<file path="src/rtl/mole_spawner.sv">
// mole_spawner: round FSM, seconds countdown and pseudo-random LED target generation.
// Latency: game_start one cycle after start is sampled; first led_request SPAWN_CYCLES after game_start.
// Backpressure: none; requests are fire-and-forget single-cycle pulses, start is ignored while running.
//
// Ports:
//   clk          system clock
//   rst          asynchronous active-high reset
//   start        start/restart request, sampled every cycle (ignored while running)
//   led_index    target LED index 0..17, held between requests
//   led_request  one-cycle pulse, led_index valid in the same cycle
//   game_active  high while the round is running
//   game_start   one-cycle pulse on entry to a round
//   time_left    seconds remaining in the round
module mole_spawner #(
  parameter int          CLK_PERIOD_NS     = 50,
  parameter int          SPAWN_INTERVAL_MS = 1000,
  parameter int          GAME_TIME_SEC     = 30,
  parameter logic [15:0] LFSR_SEED         = 16'hACE1
) (
  input  logic       clk,
  input  logic       rst,
  input  logic       start,
  output logic [4:0] led_index,
  output logic       led_request,
  output logic       game_active,
  output logic       game_start,
  output logic [6:0] time_left
);

  // Cycle counts derived from the clock period; computed wide to avoid overflow.
  localparam longint SEC_CYCLES   = longint'(1_000_000_000) / longint'(CLK_PERIOD_NS);
  localparam longint SPAWN_CYCLES = (longint'(SPAWN_INTERVAL_MS) * longint'(1_000_000))
                                    / longint'(CLK_PERIOD_NS);
  localparam logic [31:0] SEC_LAST   = 32'(SEC_CYCLES - 1);
  localparam logic [31:0] SPAWN_LAST = 32'(SPAWN_CYCLES - 1);

  localparam logic [6:0]  ROUND_SECS = 7'(GAME_TIME_SEC);
  localparam logic [4:0]  NUM_LEDS   = 5'd18;
  localparam logic [4:0]  LAST_LED   = 5'd17;

  // An all-zero Galois LFSR never leaves zero, so a zero seed is replaced.
  localparam logic [15:0] SEED = (LFSR_SEED == 16'h0000) ? 16'h0001 : LFSR_SEED;
  localparam logic [15:0] TAPS = 16'hB400;

  localparam logic [1:0] S_IDLE = 2'd0;
  localparam logic [1:0] S_RUN  = 2'd1;
  localparam logic [1:0] S_DONE = 2'd2;

  logic [1:0]  state_q,       state_d;
  logic [15:0] lfsr_q,        lfsr_d;
  logic [31:0] sec_cnt_q,     sec_cnt_d;
  logic [31:0] spawn_cnt_q,   spawn_cnt_d;
  logic [6:0]  time_left_q,   time_left_d;
  logic [4:0]  led_index_q,   led_index_d;
  logic        led_request_q, led_request_d;
  logic        game_active_q, game_active_d;
  logic        game_start_q,  game_start_d;
  logic [4:0]  last_index_q,  last_index_d;
  logic        last_valid_q,  last_valid_d;

  // Target selection from the current LFSR state.
  logic [4:0] lfsr_low;
  logic [4:0] cand;
  logic [4:0] pick;

  // Timing events inside a running round.
  logic sec_tick;
  logic spawn_wrap;
  logic final_tick;

  always_comb begin
    lfsr_d = (lfsr_q >> 1) ^ (lfsr_q[0] ? TAPS : 16'h0000);
  end

  always_comb begin
    lfsr_low = lfsr_q[4:0];
    // Values 18..31 fold down to 0..13, keeping every result in 0..17.
    cand = (lfsr_low < NUM_LEDS) ? lfsr_low : (lfsr_low - NUM_LEDS);
    pick = cand;
    // Never repeat the previous target within a round; step to the next LED instead.
    if (last_valid_q && (cand == last_index_q)) begin
      pick = (cand == LAST_LED) ? 5'd0 : (cand + 5'd1);
    end
  end

  always_comb begin
    sec_tick   = (sec_cnt_q == SEC_LAST);
    spawn_wrap = (spawn_cnt_q == SPAWN_LAST);
    final_tick = sec_tick && (time_left_q == 7'd1);
  end

  always_comb begin
    state_d       = state_q;
    sec_cnt_d     = sec_cnt_q;
    spawn_cnt_d   = spawn_cnt_q;
    time_left_d   = time_left_q;
    led_index_d   = led_index_q;
    led_request_d = 1'b0;
    game_active_d = game_active_q;
    game_start_d  = 1'b0;
    last_index_d  = last_index_q;
    last_valid_d  = last_valid_q;

    case (state_q)
      S_IDLE, S_DONE: begin
        sec_cnt_d     = 32'd0;
        spawn_cnt_d   = 32'd0;
        game_active_d = 1'b0;
        if (start) begin
          state_d       = S_RUN;
          game_start_d  = 1'b1;
          game_active_d = 1'b1;
          time_left_d   = ROUND_SECS;
          last_valid_d  = 1'b0;
        end
      end

      S_RUN: begin
        sec_cnt_d   = sec_tick   ? 32'd0 : (sec_cnt_q + 32'd1);
        spawn_cnt_d = spawn_wrap ? 32'd0 : (spawn_cnt_q + 32'd1);

        if (final_tick) begin
          // Round ends on this edge; a coincident spawn wrap is dropped.
          state_d       = S_DONE;
          time_left_d   = 7'd0;
          game_active_d = 1'b0;
          sec_cnt_d     = 32'd0;
          spawn_cnt_d   = 32'd0;
        end else begin
          if (sec_tick) begin
            time_left_d = time_left_q - 7'd1;
          end
          if (spawn_wrap) begin
            led_request_d = 1'b1;
            led_index_d   = pick;
            last_index_d  = pick;
            last_valid_d  = 1'b1;
          end
        end
      end

      default: begin
        state_d       = S_IDLE;
        sec_cnt_d     = 32'd0;
        spawn_cnt_d   = 32'd0;
        game_active_d = 1'b0;
      end
    endcase
  end

  always_ff @(posedge clk or posedge rst) begin
    if (rst) begin
      state_q       <= S_IDLE;
      lfsr_q        <= SEED;
      sec_cnt_q     <= 32'd0;
      spawn_cnt_q   <= 32'd0;
      time_left_q   <= 7'd0;
      led_index_q   <= 5'd0;
      led_request_q <= 1'b0;
      game_active_q <= 1'b0;
      game_start_q  <= 1'b0;
      last_index_q  <= 5'd0;
      last_valid_q  <= 1'b0;
    end else begin
      state_q       <= state_d;
      lfsr_q        <= lfsr_d;
      sec_cnt_q     <= sec_cnt_d;
      spawn_cnt_q   <= spawn_cnt_d;
      time_left_q   <= time_left_d;
      led_index_q   <= led_index_d;
      led_request_q <= led_request_d;
      game_active_q <= game_active_d;
      game_start_q  <= game_start_d;
      last_index_q  <= last_index_d;
      last_valid_q  <= last_valid_d;
    end
  end

  assign led_index   = led_index_q;
  assign led_request = led_request_q;
  assign game_active = game_active_q;
  assign game_start  = game_start_q;
  assign time_left   = time_left_q;

endmodule

</file>
<file path="config.mk">
export PLATFORM = sky130hd
export DESIGN_NAME = mole_spawner
export DESIGN_NICKNAME = d
export VERILOG_FILES = /design/src/rtl/mole_spawner.sv
export SDC_FILE = /design/constraint.sdc
export NUM_CORES = 1
export LEC_CHECK = 0
export CAP_MARGIN = 20
export CORE_ASPECT_RATIO = 2
export CORE_MARGIN = 3
export CORE_UTILIZATION = 30
export CTS_CLUSTER_DIAMETER = 50
export DETAILED_ROUTE_END_ITERATION = 10
export MAX_ROUTING_LAYER = met4
export PLACE_DENSITY = 0.55
export SLEW_MARGIN = 20
export SYNTH_ARGS = -nofsm -noshare
export SYNTH_HDL_FRONTEND = slang
export SYNTH_SLANG_ARGS = --single-unit
</file>
<file path="constraint.sdc">
create_clock -name clk -period 3.1 [get_ports clk]
set_input_delay 0.465 -clock clk [delete_from_list [all_inputs] [get_ports clk]]
set_output_delay 0.465 -clock clk [all_outputs]
set_load 0.02 [all_outputs]
</file>
# ---- Yosys cells after proc, flatten, opt, wreduce, memory -nomap -nowiden
# Cells that the tools add are included.
# W data, S select, Z words.
dict set report totals {
  wordCells 67
  n_memories 0
  mem_bits_rw 0
  output_inout_bits 15
  mem_bits_ro 0
  input_bits 3
  latchBits 0
  ff_bits 98
}
dict set report op_classes {
  muxes 28
  reduce_logical 9
  eq_ne 12
  bitwise 2
  multipliers 0
  div_mod_pow 0
  n_shift 0
  n_addsub 5
  n_lt_le_gt_ge 1
}
# cell count
set ops {}
lappend ops {{$mux W32} 6}
lappend ops {{$add A32 B1 Y32 const B} 2}
lappend ops {{$eq A32 B25 Y1 const B} 2}
lappend ops {{$mux W7} 3}
lappend ops {{$mux W16} 1}
lappend ops {{$xor A15 B16 Y16} 1}
lappend ops {{$mux W5} 3}
lappend ops {{$pmux W7 S2} 1}
lappend ops {{$mux W1} 9}
lappend ops {{$ne A2 B2 Y1 const B} 4}
lappend ops {{$eq A7 B1 Y1 const B} 1}
lappend ops {{$sub A7 B1 Y7 const B} 1}
lappend ops {{$reduce_and A3 Y1} 2}
lappend ops {{$add A5 B1 Y5 const B} 1}
lappend ops {{$eq A5 B5 Y1} 1}
lappend ops {{$eq A5 B5 Y1 const B} 1}
lappend ops {{$lt A5 B5 Y1 const B} 1}
lappend ops {{$sub A5 B5 Y5 const B} 1}
lappend ops {{$mux W2} 2}
lappend ops {{$pmux W1 S2} 2}
lappend ops {{$pmux W2 S2} 1}
lappend ops {{$reduce_and A4 Y1} 1}
lappend ops {{$ne A3 B3 Y1 const B} 1}
lappend ops {{$eq A2 B1 Y1 const B} 1}
lappend ops {{7 further kinds} 8}

# ---- Logic depth before layout (Yosys ltp)
dict set report depth {
  ltp_word 5
  depth_mapped 12
  ltp_nobuf 11
}

# ---- Worst setup path after synthesis
# Ideal clock, no wire load.
dict set report synth_timing {
  path_type {register to register}
  startpoint {reg time_left_q[3], in the netlist time_left[3]}
  endpoint {reg spawn_cnt_q[24]}
  arrival_ns 2.263
  setup_ns 0.119
  required_time_ns 2.981
  synth_period_minus_slack_ns 2.382
  n_path_buf 2
  slack_ns 0.718
  path_stages_with_launch 9
  path_cell_list {dfrtp_1 -> or3_1 -> or4b_4 -> nor4_4 -> nor2_1 -> nand2_1 -> buf_4 -> buf_6 -> nor2_1}
}
dict set report synth_between {
  elab_chain_cells 4
}
# item line
set synth_rtl {}
lappend synth_rtl {{start, declared} 53} ;# logic [6:0] time_left_q, time_left_d;
lappend synth_rtl {{start signal, assigned} 169} ;# time_left_q <= time_left_d;
lappend synth_rtl {{$eq A7 B1 Y1} 89} ;# final_tick = sec_tick && (time_left_q == 7'd1);
lappend synth_rtl {{$logic_and A1 B1 Y1} 89}
lappend synth_rtl {{$mux W32} 122} ;# if (final_tick) begin
lappend synth_rtl {{$mux W32} 104} ;# case (state_q)
lappend synth_rtl {{via spawn_cnt_d[24]} 52} ;# logic [31:0] spawn_cnt_q, spawn_cnt_d;
lappend synth_rtl {{end signal, assigned} 168} ;# spawn_cnt_q <= spawn_cnt_d;
lappend synth_rtl {{end, declared} 52}
# The timed path passes the listed nets, and every way through them passes these cells.
# A chain may end at the register's enable or synchronous reset.

# ---- Worst setup path in the final report
dict set report layout_timing {
  startpoint {reg lfsr_q[1]}
  endpoint {reg last_index_q[0]}
}
dict set report layout_between {
  elab_chain_cells 5
  elab_cells_between_ends 9
  cone_classes {add/sub (2); order compare (1); eq/ne (2); mux (3); reduce/logical (1)}
}
# item line
set layout_rtl {}
lappend layout_rtl {{start, declared} 50} ;# logic [15:0] lfsr_q, lfsr_d;
lappend layout_rtl {{start signal, assigned} 166} ;# lfsr_q <= lfsr_d;
lappend layout_rtl {{$lt A5 B5 Y1 or $sub A5 B5 Y5 (tied branches)} 78} ;# cand = (lfsr_low < NUM_LEDS) ? lfsr_low : (lfsr_low - NUM_LEDS);
lappend layout_rtl {{$mux W5 *} 78}
lappend layout_rtl {{$add A5 B1 Y5 (tied with other cells)} 82} ;# pick = (cand == LAST_LED) ? 5'd0 : (cand + 5'd1);
lappend layout_rtl {{$mux W5 or $logic_and A1 B1 Y1 (tied branches)} {82, 81}}
lappend layout_rtl {{$mux W5 *} 81} ;# if (last_valid_q && (cand == last_index_q)) begin
lappend layout_rtl {{end signal, assigned} 174} ;# last_index_q <= last_index_d;
lappend layout_rtl {{end, declared} 58} ;# logic [4:0] last_index_q, last_index_d;
# Every way passes the cells marked *; elsewhere a longest branch is shown, timed or not.

==> impl_metrics.yaml <==
die:
  dieArea_mm2: 0.0177
  rows: 64
  start_util: 0.309
  die_width_um: 95.5
  core_area_mm2: 0.0155
  dieHeight_um: 185
  io_pins: 18
clock_network:
  cts_setup_buffers: 0
  clk_latency_ns: 0.35
  clock_sinks: 98
  cts_tree: "built"
  root_buffer: "clkbuf_16"
  path_clk_slew_ns: 0.07
  postCtsHoldBufs: 0
  cts_buffer_depth: 2
  htree_levels: 3
  cts_resized: 0
  cts_buffers: 9
critical_path:
  rr_worst_depth: 8
  cp_data_arrival_time_ns: 2.79
  startpoint_type: "flop"
  worst_ep_required_time_ns: 3.29
  criticalPathCategory: "reg -> reg"
  cp_max_fo: 8
  critPathCaptureType: "flop"
routing:
  dr.pass1.iters: 4
  drc: 0
  ant_nets: 0
  via_count: 3618
  initialDrtViolationCount: 184
  drt-total-wl_um: 10500
  wl_per_cell_um: 14.5
  via_per_inst: 4.98
synth:
  synth_cells: 499
  yosys_warnings: 0
  yosysUniqueCellTypes: 48
  synth_area_mm2: 0.00481
  ys_seq_elements: 98
  synth_nets: 509
  avgSynthCellArea_um2: 9.63
  yosysSeqAreaShare: 0.512
grt:
  gr-total-overflow: 0
  grt_pass1_vias: 3885
  antenna_found_initial: 0
  grt_usage: 0.136
  grt_pass1_wl_um: 18500
  grt_max_degree: 45
finish:
  layout.nets: 534
  n_antenna_cell: 0
  final_cell_mix: "90 x dfrtp_1, 88 x nor2_1, 40 x nand2_1"
  post-route-util: 0.356
  layout-drive-gt1-share: 0.0775
  final_cells: 727
  final_common_cell: "dfrtp_1"
  area.growth.synth_to_final_pct: 15.1
timing:
  max_freq_mhz: 384
  rsz0062_at_grt: "no"
  layout_worst_path_cycle_share: 0.839
  finalClockSkew_ns: 0.0139
  min_period_ns: 2.60
  hold_viol_final: 0
  fin_tns_setup_ns: 0
  timing.hold.ws_ns: 0.356
  worstMarginPinSlew_ns: 0.866
  setup_viol: 0
  maxSlewHeadroom: 0.418
  slew_violations: 0
status:
  status: "completed"
pwr:
  p_per_area_mw_per_mm2: 492
  ir_drop_v: 0.000245
  leakagePower_uw: 0.00234
placement:
  dp_hpwl_um: 7850
  io_buffers: 17
  placed_cells: 711
  gp_congestion: 0.890
run:
  maxCapViolations: 0
hold_path:
  holdCritPathClass: "reg -> reg"
  hold_depth: 0
[final timing paths]
kind / start / to / slack (ns)
worst max-delay path: lfsr_q[1] / last_index_q[0] / 0.50
min in group asynchronous: rst / sec_cnt_q[23] / 0.54
max in group asynchronous: rst / lfsr_q[0] / 1.89
worst min-delay path: lfsr_q[8] / lfsr_q[7] / 0.36
worst min register to register: lfsr_q[8] / lfsr_q[7] / 0.36
worst max register to register: lfsr_q[1] / last_index_q[0] / 0.50
[metrics by stage]
step                      total power, µW  area [µm²]  worst slack (ns)
after floorplan                      1600        4810            0.0862
after global placement               1670        5250             0.441
after detailed placement             1680        5250             0.446
after CTS                            2770        5530             0.433
after global routing                 2870        5530             0.137
final                                2720        5530             0.499
[cell families (layout without fill, tap and decap cells)]
family | Yosys count | after routing | synth area share
adder cells (fa/ha/maj) | 7 | 7 | 0.0182
AO/OA/AOI/OAI | 49 | 49 | 0.0646
multiplexers | 2 | 2 | 0.00417
AND/OR/NAND/NOR | 246 | 246 | 0.256
buffers and inverters | 34 | 64 | 0.0297
flip-flops | 98 | 98 | 0.512
XOR/XNOR | 63 | 63 | 0.115
[power breakdown]
part	internal, µW	switching (µW)	leakage (µW)
Sequential	1350	73.7	0.00130
Combinational	94.6	138	0.000904
Clock	557	515	0.000135
Total	2000	726	0.00234
[sequential cells by signal, summed over array words and instances (netlist names)]
name,flops
game_start,1
time_left,7
last_valid_q,1
last_index_q,5
spawn_cnt_q,32
lfsr_q,16
state_q,2
sec_cnt_q,32
led_request,1
game_active,1
[Yosys cell counts (all sizes together)]
cell	number	area share
buf	5	0.0070
nand2b	10	0.013
o311ai	2	0.0036
and3	6	0.0078
a211o	1	0.0018
o2111ai	1	0.0018
a21oi	14	0.015
nor3	12	0.012
o22ai	1	0.0013
or4b	1	0.0029
nor4b	4	0.0073
nand2	40	0.031
dfrtp	90	0.47
o31a	1	0.0018
nor4	15	0.023
a21boi	2	0.0031
o21ba	1	0.0021
clkbuf	8	0.0062
nor2	88	0.069
or3	7	0.0091
and2	2	0.0026
nand3	26	0.028
o211ai	5	0.0078
ha	7	0.018
nor2b	7	0.0091
o21ai	12	0.012
inv	21	0.016
o41ai	1	0.0018
or2	2	0.0026
xor2	26	0.047
nor3b	1	0.0016
a22o	1	0.0018
and4	6	0.011
mux2i	2	0.0042
a21o	3	0.0047
nand3b	1	0.0016
o31ai	1	0.0016
or4	4	0.0062
a31oi	2	0.0026
dfstp	8	0.044
a211oi	1	0.0016
nand4	14	0.018
xnor2	37	0.067
[area by class of cell]
cell class,count,area [µm²]
clock inverters,7,57.6
clock buffers,9,225
repair buffers,27,258
fillers,1601,10000
multi-input cells,367,2200
well taps,198,248
inverters,21,81.3
flip-flops and latches,98,2460
[metal layers]
metal	routed length, µm	up-vias	part of all wire	GRT usage
met5	0	-	0	-
met4	371	0	0.035	0.0690
met3	227	20	0.022	0.0252
met2	5950	62	0.56	0.244
met1	3980	1786	0.38	0.138
li1	-	1750	-	-
[worst max-delay path, stage by stage (launching register included)]
cell and delay [ns]:
dfrtp_1 0.52, inv_1 0.10, ha_1 0.26, a21boi_0 0.40, xnor2_1 0.18, o2111ai_1 0.19
nor3_1 0.48, mux2i_1 0.24, a21oi_1 0.08
No activity file was read; power rests on OpenSTA's default activity.
